File: src/rtl/synth_pkg.sv
// synth_pkg
//   Shared definitions for the command path between spi_in and cmd_decoder:
//   the sequencer opcode page, the opcodes within that page, the opcode used
//   for sequencer-generated osc0 tune commands, and the sequencer FSM states.
//   Step writes occupy the low opcodes of the page: 0x0 up to STEPS-1.

package synth_pkg;

    localparam logic [3:0] SEQ_PAGE_DEFAULT = 4'h4;
    localparam logic [7:0] TUNE_CMD_DEFAULT = 8'h01;

    localparam logic [3:0] OP_TEMPO_WR = 4'h8;
    localparam logic [3:0] OP_CTRL_WR  = 4'h9;

    typedef enum logic [1:0] {
        IDLE = 2'd0,
        RUN  = 2'd1,
        DONE = 2'd2
    } seq_state_t;

endpackage

File: src/rtl/seq_tempo_timer.sv
// seq_tempo_timer
//   Tempo generator for the step sequencer. Holds the tempo reload register
//   and a down-counter whose period is {tempo, 8'h00} clocks. Emits a one
//   cycle tick each time the counter wraps. A zero tempo freezes the counter.
// Ports
//   clk         in   1    system clock
//   rst_n       in   1    asynchronous active-low reset
//   tempo_wr    in   1    load tempo_data into the reload register
//   tempo_data  in   DW   new tempo value
//   start       in   1    load the counter for a fresh run
//   enable      in   1    count while high (sequencer running)
//   tick        out  1    counter expired this cycle

module seq_tempo_timer #(
    parameter int DW = 16,
    parameter int TW = 24
) (
    input  logic          clk,
    input  logic          rst_n,
    input  logic          tempo_wr,
    input  logic [DW-1:0] tempo_data,
    input  logic          start,
    input  logic          enable,
    output logic          tick
);

    logic [DW-1:0] tempo_reg;
    logic [TW-1:0] count;
    logic [TW-1:0] period;
    logic          tempo_zero;

    assign period     = TW'({tempo_reg, 8'h00});
    assign tempo_zero = (tempo_reg == '0);
    assign tick       = enable && !start && !tempo_zero && (count == '0);

    // The counter always reloads from the current register value, so a tempo
    // write during a run only changes the period from the next wrap onward.
    always_ff @(posedge clk or negedge rst_n) begin
        if (!rst_n) begin
            tempo_reg <= '0;
            count     <= '0;
        end else begin
            if (tempo_wr) begin
                tempo_reg <= tempo_data;
            end
            if (start) begin
                count <= tempo_zero ? '0 : (period - TW'(1));
            end else if (enable && !tempo_zero) begin
                if (count == '0) begin
                    count <= period - TW'(1);
                end else begin
                    count <= count - TW'(1);
                end
            end
        end
    end

endmodule

File: src/rtl/cmd_seq_arbiter.sv
// cmd_seq_arbiter
//   Sits between spi_in and cmd_decoder. Forwards host commands with one cycle
//   of latency, consumes the sequencer opcode page, and runs a step sequencer
//   that emits osc0 tune commands at a programmable tempo. Host commands
//   always win the output slot; a sequencer step waits in a pending flag.
// Ports
//   clk            in   1            system clock
//   rst_n          in   1            asynchronous active-low reset
//   in_cmd_word    in   8            command from spi_in
//   in_data_word   in   DATA_WIDTH   data from spi_in
//   in_cmd_valid   in   1            strobe from spi_in
//   out_cmd_word   out  8            command to cmd_decoder
//   out_data_word  out  DATA_WIDTH   data to cmd_decoder
//   out_cmd_valid  out  1            one-cycle strobe to cmd_decoder
//   seq_busy       out  1            sequencer is running
//   seq_step       out  log2(STEPS)  index of the last issued step
//   seq_overrun    out  1            sticky: a pending step was overwritten

module cmd_seq_arbiter
    import synth_pkg::*;
#(
    parameter int          DATA_WIDTH  = 16,
    parameter int          STEPS       = 8,
    parameter int          TEMPO_WIDTH = 24,
    parameter logic [7:0]  TUNE_CMD    = TUNE_CMD_DEFAULT,
    parameter logic [3:0]  SEQ_PAGE    = SEQ_PAGE_DEFAULT
) (
    input  logic                      clk,
    input  logic                      rst_n,
    input  logic [7:0]                in_cmd_word,
    input  logic [DATA_WIDTH-1:0]     in_data_word,
    input  logic                      in_cmd_valid,
    output logic [7:0]                out_cmd_word,
    output logic [DATA_WIDTH-1:0]     out_data_word,
    output logic                      out_cmd_valid,
    output logic                      seq_busy,
    output logic [$clog2(STEPS)-1:0]  seq_step,
    output logic                      seq_overrun
);

    localparam int         IDX_W   = $clog2(STEPS);
    localparam logic [4:0] STEPS_U = 5'(STEPS);

    seq_state_t state, state_next;

    logic [DATA_WIDTH-1:0] step_ram [STEPS];
    logic [IDX_W-1:0]      idx, idx_next;
    logic [IDX_W-1:0]      last_idx, ctrl_last;
    logic                  loop_reg;
    logic                  pending;

    logic       page_hit, host_fwd, tempo_wr, ctrl_wr, step_wr, stop;
    logic       ctrl_run, ctrl_loop;
    logic [3:0] op, ctrl_len_m1;
    logic       tick, step_new, timer_start, seq_issue;

    assign op          = in_cmd_word[3:0];
    assign page_hit    = in_cmd_valid && (in_cmd_word[7:4] == SEQ_PAGE);
    assign host_fwd    = in_cmd_valid && !page_hit;
    assign tempo_wr    = page_hit && (op == OP_TEMPO_WR);
    assign ctrl_wr     = page_hit && (op == OP_CTRL_WR);
    assign step_wr     = page_hit && !tempo_wr && !ctrl_wr && ({1'b0, op} < STEPS_U);
    assign ctrl_run    = in_data_word[0];
    assign ctrl_loop   = in_data_word[1];
    assign ctrl_len_m1 = in_data_word[7:4];
    assign stop        = ctrl_wr && !ctrl_run;

    // A pending step only issues in a slot the host is not using, and never
    // on the cycle a stop arrives.
    assign seq_issue = pending && !host_fwd && !stop;
    assign seq_busy  = (state == RUN);

    // Requested sequence lengths beyond the RAM depth play the whole RAM.
    always_comb begin
        if ({1'b0, ctrl_len_m1} >= STEPS_U) begin
            ctrl_last = IDX_W'(STEPS - 1);
        end else begin
            ctrl_last = ctrl_len_m1[IDX_W-1:0];
        end
    end

    seq_tempo_timer #(
        .DW (DATA_WIDTH),
        .TW (TEMPO_WIDTH)
    ) u_timer (
        .clk        (clk),
        .rst_n      (rst_n),
        .tempo_wr   (tempo_wr),
        .tempo_data (in_data_word),
        .start      (timer_start),
        .enable     (seq_busy),
        .tick       (tick)
    );

    always_ff @(posedge clk or negedge rst_n) begin
        if (!rst_n) begin
            state <= IDLE;
            idx   <= '0;
        end else begin
            state <= state_next;
            idx   <= idx_next;
        end
    end

    // Every entry into RUN restarts at step 0 and queues it immediately; the
    // following steps are queued on each tempo tick.
    always_comb begin
        state_next  = state;
        idx_next    = idx;
        step_new    = 1'b0;
        timer_start = 1'b0;
        case (state)
            IDLE: begin
                if (ctrl_wr && ctrl_run) begin
                    state_next  = RUN;
                    idx_next    = '0;
                    step_new    = 1'b1;
                    timer_start = 1'b1;
                end
            end
            RUN: begin
                if (stop) begin
                    state_next = IDLE;
                end else if (tick) begin
                    if (idx == last_idx) begin
                        if (loop_reg) begin
                            idx_next = '0;
                            step_new = 1'b1;
                        end else begin
                            state_next = DONE;
                        end
                    end else begin
                        idx_next = idx + IDX_W'(1);
                        step_new = 1'b1;
                    end
                end
            end
            DONE: begin
                if (ctrl_wr) begin
                    if (ctrl_run) begin
                        state_next  = RUN;
                        idx_next    = '0;
                        step_new    = 1'b1;
                        timer_start = 1'b1;
                    end else begin
                        state_next = IDLE;
                    end
                end
            end
            default: state_next = IDLE;
        endcase
    end

    always_ff @(posedge clk or negedge rst_n) begin
        if (!rst_n) begin
            loop_reg <= 1'b0;
            last_idx <= '0;
            for (int i = 0; i < STEPS; i++) begin
                step_ram[i] <= '0;
            end
        end else begin
            if (ctrl_wr) begin
                loop_reg <= ctrl_loop;
                last_idx <= ctrl_last;
            end
            if (step_wr) begin
                step_ram[op[IDX_W-1:0]] <= in_data_word;
            end
        end
    end

    // A step that issues on the same edge a new one is queued is not lost,
    // so only an unissued pending step counts as overrun.
    always_ff @(posedge clk or negedge rst_n) begin
        if (!rst_n) begin
            pending     <= 1'b0;
            seq_overrun <= 1'b0;
        end else begin
            if (stop) begin
                pending <= 1'b0;
            end else if (step_new) begin
                pending <= 1'b1;
            end else if (seq_issue) begin
                pending <= 1'b0;
            end
            if (ctrl_wr) begin
                seq_overrun <= 1'b0;
            end else if (step_new && pending && !seq_issue) begin
                seq_overrun <= 1'b1;
            end
        end
    end

    // The step data is read at issue time so RAM writes during a run are
    // picked up the next time that step plays.
    always_ff @(posedge clk or negedge rst_n) begin
        if (!rst_n) begin
            out_cmd_word  <= '0;
            out_data_word <= '0;
            out_cmd_valid <= 1'b0;
            seq_step      <= '0;
        end else if (host_fwd) begin
            out_cmd_word  <= in_cmd_word;
            out_data_word <= in_data_word;
            out_cmd_valid <= 1'b1;
        end else if (seq_issue) begin
            out_cmd_word  <= TUNE_CMD;
            out_data_word <= step_ram[idx];
            out_cmd_valid <= 1'b1;
            seq_step      <= idx;
        end else begin
            out_cmd_valid <= 1'b0;
        end
    end

endmodule

File: config.mk
export PLATFORM = sky130hd
export DESIGN_NAME = cmd_seq_arbiter
export DESIGN_NICKNAME = d
export VERILOG_FILES = /design/src/rtl/synth_pkg.sv /design/src/rtl/seq_tempo_timer.sv /design/src/rtl/cmd_seq_arbiter.sv
export SDC_FILE = /design/constraint.sdc
export NUM_CORES = 1
export LEC_CHECK = 0
export ABC_CLOCK_PERIOD_IN_PS = 5000
export CELL_PAD_IN_SITES_DETAIL_PLACEMENT = 1
export CELL_PAD_IN_SITES_GLOBAL_PLACEMENT = 2
export CORE_MARGIN = 2
export CORE_UTILIZATION = 47
export CTS_BUF_LIST = sky130_fd_sc_hd__clkbuf_2
export CTS_CLUSTER_SIZE = 20
export DETAILED_ROUTE_END_ITERATION = 8
export MAX_ROUTING_LAYER = met4
export PLACE_DENSITY = 0.86
export SLEW_MARGIN = 20
export SYNTH_ARGS = -nofsm -noshare
export SYNTH_HDL_FRONTEND = slang
export SYNTH_SLANG_ARGS = --single-unit
File: constraint.sdc
create_clock -name clk -period 5 [get_ports clk]
set_input_delay 1 -clock clk [delete_from_list [all_inputs] [get_ports clk]]
set_output_delay 1 -clock clk [all_outputs]
set_load 0.05 [all_outputs]
### Yosys cells after proc, flatten, opt, wreduce, memory -nomap -nowiden

Cells that the tools add are included.

* bits in registers: 207
* input port bits: 27

* $add $sub $neg: 3
* $lt $le $gt $ge: 5
* equality and inequality tests: 15
* muxes and demuxes: 47
* bitwise gates (word level): 3
* reduce and logical (&&, ||, !) cells: 38

Operators with widths (count)
* 128-bit bitwise mux: 1
* 24-bit two-way mux: 4
* 16-bit two-way mux: 5
* 16-bit binary-select mux with 3-bit select: 1
* 16-bit demux with 3-bit select: 1
* 24-bit by 1-bit subtractor with 24-bit output (second input constant): 2
* 24-bit zero test: 1
* 3-bit two-way mux: 8
* 1-bit logical AND: 18
* 16-bit zero test: 1
* 8-bit two-way mux: 2
* 1-bit two-way mux: 15
* 4-bit >= comparator (second input constant): 3
* 2-bit two-way mux: 6
* 3-bit inequality test (second input constant): 4
* 2-bit inequality test (second input constant): 5
* 1-bit zero test: 9
* 3-bit case mux with 3 select lines: 1
* 4-bit == test (second input constant): 2
* 3-bit NOT with 4-bit output: 2
* 7-bit AND reduction: 1
* 2-bit case mux with 3 select lines: 1
* 2-bit nonzero test: 3
* 3-bit nonzero test: 2
* 13 further kinds: 13

### Longest topological paths before layout

Gate-level depths: netlist (run 1).

* depth in word-level cells: 17
* mapped depth: 9
* mapped depth without buffers: 8

### By module

Synthesis (run 1) repeated with hierarchy kept, for this count alone.

* cells, all modules: 770
* area, all modules: 9960.8 µm²

By module, submodules not included
* cmd_seq_arbiter: instances 1, cells each 491, area each 7453.4 µm²
* seq_tempo_timer: instances 1, cells each 279, area each 2507.4 µm²

### Worst setup path before layout (run 1)

OpenSTA, ideal clock, no wires.

* kind: input-to-reg
* from: input in_cmd_word[4]
* to: register step_ram[101] in the netlist's numbering
* setup time: 125 ps
* arrival: 2751 ps
* data required time: 4875 ps
* path slack: 2125 ps
* stages on the path: 7
* path through: nor4b_4 > nand2_1 > or2_2 > buf_2 > nor3_2 > buf_6 > mux2_2

* cells in the longest elaborated chain, start to end: 7

RTL lines
* from (decl): RTL line cmd_seq_arbiter.sv:30 `input logic [7:0] in_cmd_word,`
* 4-bit by 3-bit == test with 1-bit output (*): RTL line cmd_seq_arbiter.sv:58 `assign page_hit = in_cmd_valid && (in_cmd_word[7:4] == SEQ_PAGE);`
* 1-bit logical AND (*): RTL line cmd_seq_arbiter.sv:58
* 1-bit logical AND: RTL line cmd_seq_arbiter.sv:60 `assign tempo_wr = page_hit && (op == OP_TEMPO_WR);`
* 1-bit zero test: RTL line cmd_seq_arbiter.sv:62 `assign step_wr = page_hit && !tempo_wr && !ctrl_wr && ({1'b0, op} < STEPS_U);`
* 1-bit logical AND: RTL line cmd_seq_arbiter.sv:62
* 1-bit logical AND (*) (2 in a row): RTL line cmd_seq_arbiter.sv:62
* to (signal, indexed assignment): RTL line cmd_seq_arbiter.sv:167 `step_ram[op[IDX_W-1:0]] <= in_data_word;`
* to (decl): RTL line cmd_seq_arbiter.sv:46 `logic [DATA_WIDTH-1:0] step_ram [STEPS];`

Mark *: on every way between the ends. The rest lies on a longest branch, timed or not.
A chain may end at the register's enable or synchronous reset.

### Worst setup path after layout (run 1)

* from: register state[1]
* to: output seq_busy

* cells in the longest elaborated chain, start to end: 1

RTL lines
* from (decl): RTL line cmd_seq_arbiter.sv:44 `seq_state_t state, state_next;`
* from (signal assigned): RTL line cmd_seq_arbiter.sv:100 `state <= state_next;`
* 2-bit by 1-bit == test with 1-bit output: RTL line cmd_seq_arbiter.sv:71 `assign seq_busy = (state == RUN);`
* to (decl): RTL line cmd_seq_arbiter.sv:36 `output logic seq_busy,`

Every way passes these cells.

==> metrics.txt, run 1 <==
# TYPE chip_impl_metric gauge
chip_impl_metric{name="slew_headroom",unit=""} 0.303
chip_impl_metric{name="grt_overflow_total",unit=""} 0
chip_impl_info{name="crit_chain",value="inv_1, nand2_1, inv_1, clkdlybuf4s50_1"} 1
chip_impl_metric{name="post-route-cell-area",unit="sq um"} 11300
chip_impl_metric{name="met3WireLength",unit="mm"} 1.12
chip_impl_metric{name="switching_power_share_of_the_total",unit=""} 0.298
chip_impl_metric{name="n_fill_cell",unit=""} 2196
chip_impl_metric{name="seq_power_share",unit=""} 0.523
chip_impl_metric{name="dr_wl_met2",unit="mm"} 13.3
chip_impl_metric{name="dr.first_iter.drc_count",unit=""} 320
chip_impl_metric{name="cts_sinks",unit=""} 207
chip_impl_metric{name="fin_nets",unit=""} 881
chip_impl_metric{name="fmax",unit="MHz"} 280
chip_impl_metric{name="vias",unit=""} 6858
chip_impl_metric{name="clock_path_buffers",unit=""} 3
chip_impl_metric{name="switchingPower",unit="mW"} 1.04
chip_impl_metric{name="clkLatencyLatePin",unit="ns"} 0.81
chip_impl_info{name="critical_path.endpoint_type",value="output port"} 1
chip_impl_metric{name="num_rows",unit=""} 53
chip_impl_info{name="start_kind",value="flop"} 1
chip_impl_info{name="tritoncts",value="built"} 1
chip_impl_metric{name="synth.yosys.seq_area_share",unit=""} 0.517
chip_impl_info{name="run_status",value="complete, no violations"} 1
chip_impl_metric{name="syn2layout_area_growth",unit="%"} 12.9
chip_impl_info{name="grt_setup_unrepaired",value="no"} 1
chip_impl_info{name="crit_path_top_delay_cell",value="sky130_fd_sc_hd__clkdlybuf4s50_1"} 1
chip_impl_metric{name="wl_met1",unit="mm"} 11.2
chip_impl_info{name="class_of_the_most_critical_hold_timing_path",value="input port to async pin"} 1
chip_impl_metric{name="maxCapViolCount",unit=""} 0
chip_impl_metric{name="multi_input_comb_area",unit="sq um"} 4530
chip_impl_metric{name="p_clk_frac",unit=""} 0.352
chip_impl_metric{name="floorplan.die.width",unit="microns"} 150
chip_impl_metric{name="drt_first_pass_iters",unit=""} 5
chip_impl_metric{name="place_hpwl",unit="mm"} 16.8
chip_impl_metric{name="place.port_buffers",unit=""} 56
chip_impl_metric{name="number_of_antenna_violations_at_the_first_check_in_global_routing",unit=""} 1
chip_impl_metric{name="gp_congestion",unit=""} 0.813
chip_impl_info{name="biggestRegsByFlops",value="step_ram (128), u_timer.count (24)"} 1
chip_impl_metric{name="layout_min_cycle_time",unit="ns"} 3.58
chip_impl_metric{name="number_of_flip_flops_under_the_largest_register_name",unit=""} 128
chip_impl_metric{name="setup.reg_to_reg.worst_slack",unit="ns"} 2.02
chip_impl_metric{name="die_height",unit="microns"} 150
chip_impl_metric{name="synth.top_cell.area_share",unit=""} 0.517
chip_impl_metric{name="timing_hold_violations_final",unit=""} 0
chip_impl_metric{name="cp_max_fo",unit=""} 7
chip_impl_metric{name="design.core.area",unit="sq um"} 21000
chip_impl_metric{name="slew_viol_final",unit=""} 0
chip_impl_metric{name="ctsHtreeMaxLevel",unit=""} 2
chip_impl_metric{name="cp_slowest_stage_delay",unit="ns"} 0.86
chip_impl_metric{name="worst_slew_pin_slew",unit="ns"} 1.04
chip_impl_metric{name="final_antenna_net_count",unit=""} 0
chip_impl_metric{name="grt_max_degree",unit=""} 120
chip_impl_metric{name="drt-total-wl",unit="mm"} 26.2
chip_impl_metric{name="yosys.cell_types.count",unit=""} 66
chip_impl_info{name="root_buffer",value="sky130_fd_sc_hd__clkbuf_2"} 1
chip_impl_metric{name="vdd_ir_drop_max",unit="mV"} 0.183
chip_impl_metric{name="post_synth_edffs",unit=""} 0
chip_impl_metric{name="grt_pass1_wl",unit="mm"} 42.0
chip_impl_metric{name="crit_required",unit="ns"} 4.00
chip_impl_metric{name="r2r_cells",unit=""} 8
chip_impl_info{name="path_class",value="flop to output port"} 1
chip_impl_info{name="critical_path.startpoint",value="state[1]"} 1
chip_impl_metric{name="initial_utilization",unit=""} 0.478
chip_impl_metric{name="netlist_instances",unit=""} 783
chip_impl_metric{name="cts_buffers",unit=""} 54
chip_impl_metric{name="layout-drive-gt1-share",unit=""} 0.334
chip_impl_info{name="critical-path-top-cell-by-count",value="sky130_fd_sc_hd__inv_1"} 1
chip_impl_metric{name="layout.area.seq",unit="sq um"} 5180
chip_impl_info{name="worst_r2r_startpoint",value="u_timer.tempo_reg[0]"} 1
chip_impl_metric{name="cts-resized-gates",unit=""} 0
chip_impl_info{name="worst_r2r_endpoint",value="u_timer.count[11]"} 1
chip_impl_info{name="largest_register",value="step_ram"} 1
chip_impl_metric{name="ys_ff_latch",unit=""} 207
chip_impl_metric{name="routed_wire_length_per_instance",unit="microns"} 22.4
chip_impl_metric{name="design.die.area",unit="sq um"} 22500
chip_impl_metric{name="routed_vias_inst",unit=""} 5.86
chip_impl_metric{name="drt_drc_violations_left",unit=""} 0
chip_impl_metric{name="p_total",unit="mW"} 3.48
chip_impl_metric{name="power_density",unit="nW/um^2"} 308
chip_impl_metric{name="cts_setup_buffers",unit=""} 0
chip_impl_metric{name="grt_pass1_vias",unit=""} 7690
chip_impl_info{name="yosys_most_used_dff",value="sky130_fd_sc_hd__dfrtp_1"} 1
chip_impl_info{name="synth_top_area_cells",value="sky130_fd_sc_hd__dfrtp_1 (52%), sky130_fd_sc_hd__mux2_2 (17%), sky130_fd_sc_hd__mux4_2 (7.2%)"} 1
chip_impl_metric{name="worstPathArrival",unit="ns"} 2.58
chip_impl_metric{name="p_leak",unit="nW"} 5.13
chip_impl_metric{name="synth_async_sr_flop_share",unit=""} 1.00
chip_impl_metric{name="timing.final.setup_violations",unit=""} 0
chip_impl_metric{name="post-route-period-util",unit=""} 0.715
chip_impl_metric{name="cts.reportedPaths.clkPinSlew",unit="ns"} 0.11
chip_impl_info{name="netlist.top_cell.by_area",value="sky130_fd_sc_hd__dfrtp_1"} 1
chip_impl_metric{name="placement.cell_area",unit="sq um"} 10800
chip_impl_metric{name="synth_warnings",unit=""} 0
chip_impl_metric{name="io-pin-count",unit=""} 57
chip_impl_metric{name="final.setup_skew",unit="ns"} 0.0442
chip_impl_metric{name="postSynthAreaPerCell",unit="sq um"} 12.8
chip_impl_metric{name="mappedNetlistNets",unit=""} 815
chip_impl_metric{name="syn_area",unit="sq um"} 10000
chip_impl_metric{name="intPower",unit="mW"} 2.44
chip_impl_metric{name="gr-usage-all-layers",unit=""} 0.249
chip_impl_metric{name="ctsHoldBuffers",unit=""} 0
chip_impl_metric{name="power_frac_comb",unit=""} 0.125
chip_impl_info{name="top_signal_layer_used",value="met4"} 1
chip_impl_metric{name="setup_tns",unit="ns"} 0
chip_impl_metric{name="finish.utilization",unit=""} 0.539
==> worst max path at each step <==
stage	end	depth (start not counted)
3_5_place_dp	seq_step[2]	6
3_3_place_gp	out_cmd_word[0]	7
2_1_floorplan	step_ram[101]	7
5_1_grt	seq_busy	4
6_report	seq_busy	4
4_1_cts	seq_busy	4
==> stage by stage <==
step / worst slack (ns) / cells / hold slack [ns]
2_1_floorplan: 2.12 / 783 / 0.446
3_3_place_gp: 1.19 / 1068 / 0.472
3_5_place_dp: 1.02 / 1068 / 0.491
4_1_cts: 1.38 / 1169 / 0.316
5_1_grt: 1.28 / 1170 / 0.320
6_report: 1.42 / 1170 / 0.332
==> critical path, delay by kind of cell (launching register included) <==
kind | cells | cell delay (ns)
buffers and inverters | 3 | 1.22
DFF | 1 | 0.38
and+or+nand+nor | 1 | 0.17
==> synth_stat cells (5+ instances only) <==
library cell	instances
sky130_fd_sc_hd__xnor2_1	6
sky130_fd_sc_hd__nand2_1	42
sky130_fd_sc_hd__a22o_1	7
sky130_fd_sc_hd__nor4_1	6
sky130_fd_sc_hd__mux4_2	32
sky130_fd_sc_hd__a22oi_1	16
sky130_fd_sc_hd__buf_4	5
sky130_fd_sc_hd__nor2_1	28
sky130_fd_sc_hd__o21ai_0	47
sky130_fd_sc_hd__nor2b_1	6
sky130_fd_sc_hd__nand2b_1	6
sky130_fd_sc_hd__or3_1	6
sky130_fd_sc_hd__mux2i_1	17
sky130_fd_sc_hd__buf_2	13
sky130_fd_sc_hd__clkbuf_1	37
sky130_fd_sc_hd__nor3_1	15
sky130_fd_sc_hd__dfrtp_1	207
sky130_fd_sc_hd__xor2_1	10
sky130_fd_sc_hd__ha_1	5
sky130_fd_sc_hd__nand3_1	16
sky130_fd_sc_hd__o211ai_1	8
sky130_fd_sc_hd__inv_1	10
sky130_fd_sc_hd__a21oi_1	17
sky130_fd_sc_hd__mux2_2	148
==> power groups by stage <==
stage	logic, mW	clock network, mW	registers (mW)
2_1_floorplan	0.204	0	1.90
3_3_place_gp	0.419	0	1.84
3_5_place_dp	0.437	0	1.85
4_1_cts	0.439	1.26	1.82
5_1_grt	0.470	1.37	1.83
6_report	0.434	1.22	1.82
==> cells in the final DEF (no fill, tap or decap), drive strengths merged, types with 4 or more instances in the layout <==
cell	n
a21oi	17
a22o	7
a22oi	16
buf	13
clkbuf	74
clkdlybuf4s50	55
clkinv	26
dfrtp	207
ha	5
inv	10
mux2	148
mux2i	17
mux4	32
nand2	42
nand2b	7
nand3	16
nand4	4
nor2	34
nor2b	6
nor3	18
nor4	11
o211ai	8
o21ai	50
or2	4
or3	6
xnor2	6
xor2	10
==> metal layers <==
metal / track usage / up-vias
met5: - / -
met4: 0.0684 / 0
met3: 0.0436 / 39
met2: 0.421 / 165
met1: 0.310 / 3605
li1: - / 3049
==> final cells by class <==
cell class	instances	share of cell area
diodes	1	0.000221
clock buffers	73	0.0323
clock inverters	28	0.0146
inverters	10	0.00332
multi-input cells	507	0.401
flip-flops and latches	207	0.458
well taps	275	0.0304
repair buffers	69	0.0597
==> cell families after synthesis <==
family,count (synthesis),synth area share
AND/OR/NAND/NOR,163,0.0959
adder cells (fa/ha/maj),5,0.00625
XOR/XNOR,16,0.0140
flip-flops,207,0.517
AO/OA/AOI/OAI,126,0.0810
buffers and inverters,69,0.0301
multiplexers,197,0.255
Power figures use the tool's default switching activity.
==> run 2: changes to the inputs <==
- ABC_CLOCK_PERIOD_IN_PS: 5000 -> 3000
- CORE_UTILIZATION: 47 -> 39
- PLACE_DENSITY: 0.86 -> 0.76
- clock period: 5 -> 3 ns (I/O delays scaled with it)
==> run 2 against run 1 <==
Effect of this change: sequential share of layout area decreased by 1.6 points; design area increased by 3.6%; global-route usage shrank 3.4 points; critical path depth rose by 3; utilization down 7.4 points; via count rose by 0.98%; combinational power is 75% higher; largest power group unchanged; non-clock buffer count grew 28; routed wire length grew 2.0%; setup slack worse by 1.1 ns.
==> metrics.txt, run 2 (same netlist as run 1, synthesis figures left out) <==
# TYPE chip_impl_metric gauge
chip_impl_info{name="run_status",value="complete, no violations"} 1
chip_impl_metric{name="cts_buffers",unit=""} 56
chip_impl_metric{name="crit_required",unit="ns"} 3.63
chip_impl_metric{name="grt_overflow_total",unit=""} 0
chip_impl_metric{name="number_of_flip_flops_under_the_largest_register_name",unit=""} 128
chip_impl_metric{name="clock_path_buffers",unit=""} 3
chip_impl_info{name="crit_chain",value="inv_1, ha_1, or4b_2, nor3_1, o21ai_0, a32oi_1, o21ai_0"} 1
chip_impl_metric{name="design.die.area",unit="sq um"} 27000
chip_impl_info{name="mostFrequentLayoutCell",value="sky130_fd_sc_hd__dfrtp_1"} 1
chip_impl_metric{name="maxCapViolCount",unit=""} 0
chip_impl_metric{name="dp.cells",unit=""} 1150
chip_impl_metric{name="routed_vias_inst",unit=""} 5.55
chip_impl_info{name="largest_register",value="step_ram"} 1
chip_impl_metric{name="cts_setup_buffers",unit=""} 0
chip_impl_metric{name="number_of_antenna_violations_at_the_first_check_in_global_routing",unit=""} 2
chip_impl_metric{name="fmax",unit="MHz"} 371
chip_impl_metric{name="place_hpwl",unit="mm"} 18.2
chip_impl_metric{name="placement.cell_area",unit="sq um"} 11200
chip_impl_metric{name="cts_sinks",unit=""} 207
chip_impl_metric{name="design.core.area",unit="sq um"} 25200
chip_impl_metric{name="final_antenna_net_count",unit=""} 0
chip_impl_metric{name="syn2layout_area_growth",unit="%"} 17.0
chip_impl_metric{name="power_density",unit="nW/um^2"} 501
chip_impl_info{name="root_buffer",value="sky130_fd_sc_hd__clkbuf_2"} 1
chip_impl_metric{name="timing_hold_violations_final",unit=""} 0
chip_impl_metric{name="cp_slowest_stage_delay",unit="ns"} 0.76
chip_impl_metric{name="grt_pass1_vias",unit=""} 7969
chip_impl_metric{name="io-pin-count",unit=""} 57
chip_impl_metric{name="initial_utilization",unit=""} 0.398
chip_impl_info{name="biggestRegsByFlops",value="step_ram (128), u_timer.count (24)"} 1
chip_impl_info{name="critical_path.startpoint",value="u_timer.count[0]"} 1
chip_impl_metric{name="stdcell_count",unit=""} 1248
chip_impl_metric{name="place.port_buffers",unit=""} 56
chip_impl_metric{name="post-route-period-util",unit=""} 0.898
chip_impl_info{name="class_of_the_most_critical_hold_timing_path",value="input port to async pin"} 1
chip_impl_info{name="crit_path_top_delay_cell",value="sky130_fd_sc_hd__or4b_2"} 1
chip_impl_metric{name="worst_slew_pin_slew",unit="ns"} 0.879
chip_impl_metric{name="grt_pass1_wl",unit="mm"} 43.7
chip_impl_info{name="critical_path.endpoint_type",value="flop"} 1
chip_impl_metric{name="vdd_ir_drop_max",unit="mV"} 0.271
chip_impl_metric{name="gr-usage-all-layers",unit=""} 0.215
chip_impl_metric{name="floorplan.die.width",unit="microns"} 164
chip_impl_metric{name="slew_headroom",unit=""} 0.412
chip_impl_info{name="tritoncts",value="built"} 1
chip_impl_info{name="grt_setup_unrepaired",value="no"} 1
chip_impl_metric{name="timing.final.setup_violations",unit=""} 0
chip_impl_info{name="leading_cell_types_in_the_layout_fill_and_taps_excluded",value="sky130_fd_sc_hd__dfrtp_1 (206), sky130_fd_sc_hd__mux2_2 (148), sky130_fd_sc_hd__clkbuf_2 (78)"} 1
chip_impl_metric{name="final.setup_skew",unit="ns"} 0.0880
chip_impl_metric{name="cp_max_fo",unit=""} 8
chip_impl_metric{name="finish.utilization",unit=""} 0.465
chip_impl_metric{name="die_height",unit="microns"} 164
chip_impl_metric{name="grt_max_degree",unit=""} 80
chip_impl_metric{name="post-route-cell-area",unit="sq um"} 11700
chip_impl_info{name="critical-path-top-cell-by-count",value="sky130_fd_sc_hd__o21ai_0"} 1
chip_impl_metric{name="fin_nets",unit=""} 911
chip_impl_metric{name="clkLatencyLatePin",unit="ns"} 0.86
chip_impl_metric{name="layout-drive-gt1-share",unit=""} 0.361
chip_impl_metric{name="drt_drc_violations_left",unit=""} 0
chip_impl_info{name="start_kind",value="flop"} 1
chip_impl_metric{name="dr.first_iter.drc_count",unit=""} 306
chip_impl_metric{name="layout_min_cycle_time",unit="ns"} 2.69
chip_impl_info{name="worst_r2r_startpoint",value="u_timer.count[0]"} 1
chip_impl_metric{name="cts.reportedPaths.clkPinSlew",unit="ns"} 0.11
chip_impl_metric{name="worstPathArrival",unit="ns"} 3.32
chip_impl_metric{name="gp_congestion",unit=""} 0.907
chip_impl_metric{name="num_rows",unit=""} 58
chip_impl_metric{name="slew_viol_final",unit=""} 0
chip_impl_metric{name="drt-total-wl",unit="mm"} 26.7
chip_impl_metric{name="drt_first_pass_iters",unit=""} 4
chip_impl_metric{name="routed_wire_length_per_instance",unit="microns"} 21.4
chip_impl_metric{name="vias",unit=""} 6925
chip_impl_metric{name="ctsHtreeMaxLevel",unit=""} 2
chip_impl_metric{name="p_leak",unit="nW"} 5.30
chip_impl_info{name="path_class",value="flop to flop"} 1
## run 2: cell count changes in the layout (fill, tap and decap cells not counted), moves of 2 or more
cell	before	now
sky130_fd_sc_hd__buf_12	1	12
sky130_fd_sc_hd__buf_4	12	28
sky130_fd_sc_hd__clkbuf_2	73	78
sky130_fd_sc_hd__clkinv_1	20	10
sky130_fd_sc_hd__clkinv_2	6	4
## run 2: per-stage QoR
step	power [mW]	hold WS (ns)	worst slack (ns)	TNS (ns)
final	5.87	0.362	0.307	0
after floorplan	3.51	0.304	0.525	0
after detailed placement	3.85	0.466	-0.00429	-0.0140
after global routing	6.21	0.304	0.0686	0
after CTS	5.98	0.293	0.00516	0
after global placement	3.81	0.466	0.0130	0
## run 2: report_power, final
part | internal [mW] | switching [mW] | total (mW)
Sequential | 2.93 | 0.0982 | 3.03
Combinational | 0.317 | 0.443 | 0.760
Clock | 0.876 | 1.20 | 2.08
## run 2: layout make-up
type                       count  area, sq um
sequential                   207         5180
timing repair buffer          97         1020
clock inverter                18          136
tap                          330          413
inverter                      10         37.5
clock buffer                  77          385
fill                        2648        13500
antenna                        2         5.00
multi-input combinational    507         4530
## run 2: per-layer routing
metal / share of wire / vias up / wire (microns) / GRT usage
met2: 0.52 / 146 / 13800 / 0.370
li1: - / 3117 / - / -
met1: 0.43 / 3619 / 11300 / 0.256
met5: 0 / - / 0 / -
met4: 0.018 / 0 / 484 / 0.0634
met3: 0.038 / 43 / 1020 / 0.0424
## run 2: worst paths after layout
path,end,slack (ns),cells after the start
hold reg to reg,loop_reg,0.49,2
min in group clk,out_cmd_word[6],0.43,2
setup reg to reg,u_timer.count[18],0.31,7
setup / recovery,u_timer.count[18],0.31,7
max in group asynchronous,u_timer.tempo_reg[8],1.81,3
hold / removal,loop_reg,0.36,2
## run 2: worst max-delay path, delay by kind of cell (launching register included)
| family | cells | cell delay [ns] |
|---|---|---|
| DFF | 1 | 0.45 |
| and+or+nand+nor | 2 | 1.24 |
| AOI/OAI and AO/OA | 3 | 0.55 |
| adders and majority gates | 1 | 0.21 |
| buffers and inverters | 1 | 0.10 |
## run 2: what timing repair did
action	4_1_cts	5_1_grt
endpoints found under the setup margin	1	1
gates cloned	0	0
hold buffers	1	0
resized for setup	2	1
endpoints found under the hold margin	76	0
==> run 3: changes to the inputs <==
- ABC_CLOCK_PERIOD_IN_PS: 3000 -> 3300
- CORE_UTILIZATION: 39 -> 47
- PLACE_DENSITY: 0.76 -> 0.86
- clock period: 3 -> 3.3 ns (I/O delays scaled with it)
==> run 3 against run 2 <==
Effect of this change: register-to-register slack improved by 0.31 ns; sequential power fell by 9.2%; non-clock buffer count fell by 12; clock-buffer cell count fell by 2.
==> metrics.txt, run 3 (same netlist as run 1, synthesis figures left out) <==
# TYPE chip_impl_metric gauge
chip_impl_metric{name="grt_max_degree",unit=""} 72
chip_impl_metric{name="initial_utilization",unit=""} 0.478
chip_impl_metric{name="num_rows",unit=""} 53
chip_impl_metric{name="grt_pass1_vias",unit=""} 7726
chip_impl_metric{name="cts_buffers",unit=""} 54
chip_impl_metric{name="timing_hold_violations_final",unit=""} 0
chip_impl_info{name="grt_setup_unrepaired",value="no"} 1
chip_impl_metric{name="cp_slowest_stage_delay",unit="ns"} 0.47
chip_impl_metric{name="fin_nets",unit=""} 897
chip_impl_metric{name="grt_overflow_total",unit=""} 0
chip_impl_metric{name="place.port_buffers",unit=""} 56
chip_impl_info{name="leading_cell_types_in_the_layout_fill_and_taps_excluded",value="sky130_fd_sc_hd__dfrtp_1 (206), sky130_fd_sc_hd__mux2_2 (148), sky130_fd_sc_hd__clkbuf_2 (75)"} 1
chip_impl_metric{name="fmax",unit="MHz"} 355
chip_impl_metric{name="drt_first_pass_iters",unit=""} 5
chip_impl_metric{name="final.setup_skew",unit="ns"} 0.0580
chip_impl_metric{name="post-route-period-util",unit=""} 0.853
chip_impl_metric{name="slew_viol_final",unit=""} 0
chip_impl_metric{name="vdd_ir_drop_max",unit="mV"} 0.220
chip_impl_metric{name="cts_sinks",unit=""} 207
chip_impl_metric{name="die_height",unit="microns"} 150
chip_impl_metric{name="slew_headroom",unit=""} 0.389
chip_impl_metric{name="design.die.area",unit="sq um"} 22500
chip_impl_info{name="worst_path_dominant_cell_family",value="buffers and inverters"} 1
chip_impl_metric{name="floorplan.die.width",unit="microns"} 150
chip_impl_metric{name="p_total",unit="mW"} 5.22
chip_impl_metric{name="p_leak",unit="nW"} 5.24
chip_impl_info{name="biggestRegsByFlops",value="step_ram (128), u_timer.count (24)"} 1
chip_impl_metric{name="final_antenna_net_count",unit=""} 0
chip_impl_info{name="critical_path.endpoint_type",value="output port"} 1
chip_impl_metric{name="design.core.area",unit="sq um"} 21000
chip_impl_metric{name="clock_path_buffers",unit=""} 3
chip_impl_metric{name="r2r_cells",unit=""} 8
chip_impl_info{name="largest_register",value="step_ram"} 1
chip_impl_metric{name="dr.first_iter.drc_count",unit=""} 296
chip_impl_metric{name="syn2layout_area_growth",unit="%"} 15.2
chip_impl_metric{name="setup_tns",unit="ns"} 0
chip_impl_metric{name="gp_congestion",unit=""} 0.817
chip_impl_info{name="tritoncts",value="built"} 1
chip_impl_info{name="class_of_the_most_critical_hold_timing_path",value="input port to async pin"} 1
chip_impl_info{name="root_buffer",value="sky130_fd_sc_hd__clkbuf_2"} 1
chip_impl_metric{name="layout_min_cycle_time",unit="ns"} 2.81
chip_impl_metric{name="cp_max_fo",unit=""} 7
chip_impl_metric{name="drt_drc_violations_left",unit=""} 0
chip_impl_metric{name="number_of_flip_flops_under_the_largest_register_name",unit=""} 128
chip_impl_info{name="run_status",value="complete, no violations"} 1
chip_impl_metric{name="clkLatencyLatePin",unit="ns"} 0.83
chip_impl_metric{name="layout-drive-gt1-share",unit=""} 0.346
chip_impl_metric{name="ctsHtreeMaxLevel",unit=""} 2
chip_impl_metric{name="maxCapViolCount",unit=""} 0
chip_impl_metric{name="timing.final.setup_violations",unit=""} 0
chip_impl_metric{name="worstPathArrival",unit="ns"} 2.15
chip_impl_metric{name="power_density",unit="nW/um^2"} 453
chip_impl_info{name="mostFrequentLayoutCell",value="sky130_fd_sc_hd__dfrtp_1"} 1
chip_impl_metric{name="drt-total-wl",unit="mm"} 26.7
chip_impl_metric{name="finalHoldWorstSlack",unit="ns"} 0.413
chip_impl_info{name="path_class",value="flop to output port"} 1
chip_impl_metric{name="vias",unit=""} 6967
chip_impl_metric{name="routed_vias_inst",unit=""} 5.90
chip_impl_metric{name="gr-usage-all-layers",unit=""} 0.256
chip_impl_info{name="crit_path_top_delay_cell",value="sky130_fd_sc_hd__dlymetal6s2s_1"} 1
chip_impl_metric{name="crit_required",unit="ns"} 2.64
chip_impl_info{name="start_kind",value="flop"} 1
chip_impl_metric{name="worst_slew_pin_slew",unit="ns"} 0.913
chip_impl_metric{name="number_of_antenna_violations_at_the_first_check_in_global_routing",unit=""} 1
chip_impl_metric{name="routed_wire_length_per_instance",unit="microns"} 22.6
chip_impl_metric{name="cp_num_cells",unit=""} 3
chip_impl_metric{name="worstPathBufferInverterCount",unit=""} 2
chip_impl_metric{name="cts.reportedPaths.clkPinSlew",unit="ns"} 0.11
chip_impl_metric{name="io-pin-count",unit=""} 57
chip_impl_metric{name="place_hpwl",unit="mm"} 17.5
chip_impl_metric{name="grt_pass1_wl",unit="mm"} 43.0
chip_impl_info{name="crit_chain",value="nand2_1, inv_1, dlymetal6s2s_1"} 1
-- run 3: cell count changes in the layout (fill, tap and decap cells not counted), moves of 2 or more --
cell	previous run	this run
sky130_fd_sc_hd__buf_4	28	16
sky130_fd_sc_hd__clkbuf_2	78	75
sky130_fd_sc_hd__clkinv_1	10	16
sky130_fd_sc_hd__clkinv_2	4	2
-- run 3: final timing paths --
path                                  start                   end  slack [ns]
max                                state[0]              seq_busy        0.49
min                                   rst_n          step_ram[97]        0.41
max reg2reg                u_timer.count[0]                idx[0]        0.62
min reg2reg                 out_cmd_word[4]       out_cmd_word[4]        0.51
max in group asynchronous             rst_n  u_timer.tempo_reg[3]        2.00
min in group clk             in_cmd_word[6]       out_cmd_word[6]        0.50
-- run 3: metal layers --
layer / vias to the layer above / GRT usage / wire length, microns
met4: 0 / 0.0887 / 802
met3: 65 / 0.0433 / 1110
li1: 3085 / - / -
met1: 3627 / 0.317 / 11300
met2: 190 / 0.427 / 13400
met5: - / - / 0
-- run 3: timing repair --
item	in CTS	in global routing
hold endpoints to repair	69	0
hold buffers	1	0
buffers inserted	0	0
endpoints found under the setup margin	0	1
resized for setup	0	1
-- run 3: where the power goes --
part	internal (mW)	switching, mW	total (mW)
combinational	0.283	0.401	0.684
clock	0.704	1.08	1.79
sequential	2.66	0.0893	2.75
-- run 3: area by class of cell --
class / count / area (sq um)
diodes: 1 / 2.50
clock buffers: 75 / 375
clock inverters: 21 / 118
fillers: 2157 / 9420
inverters: 10 / 37.5
multi-input cells: 507 / 4540
flip-flops and latches: 207 / 5180
well taps: 275 / 344
repair buffers: 85 / 937
-- run 3: worst reg2reg max path: stages, from the launching register on --
cell	delay (ns)
sky130_fd_sc_hd__dfrtp_1	0.47
sky130_fd_sc_hd__inv_1	0.12
sky130_fd_sc_hd__ha_1	0.17
sky130_fd_sc_hd__nor2b_1	0.24
sky130_fd_sc_hd__nand4_4	0.20
sky130_fd_sc_hd__or2_0	0.42
sky130_fd_sc_hd__o41a_1	0.61
sky130_fd_sc_hd__nand2b_4	0.21
sky130_fd_sc_hd__o21ai_2	0.12
-- run 3: metrics by stage --
step | instances | instance area [sq um] | setup WS (ns) | utilization
5_1_grt | 1181 | 11500 | 0.289 | 0.550
3_5_place_dp | 1083 | 11000 | 0.138 | 0.526
2_1_floorplan | 783 | 10000 | 0.765 | -
3_3_place_gp | 1083 | 11000 | 0.274 | 0.526
4_1_cts | 1180 | 11500 | 0.0238 | 0.550
6_report | 1181 | 11500 | 0.487 | 0.550
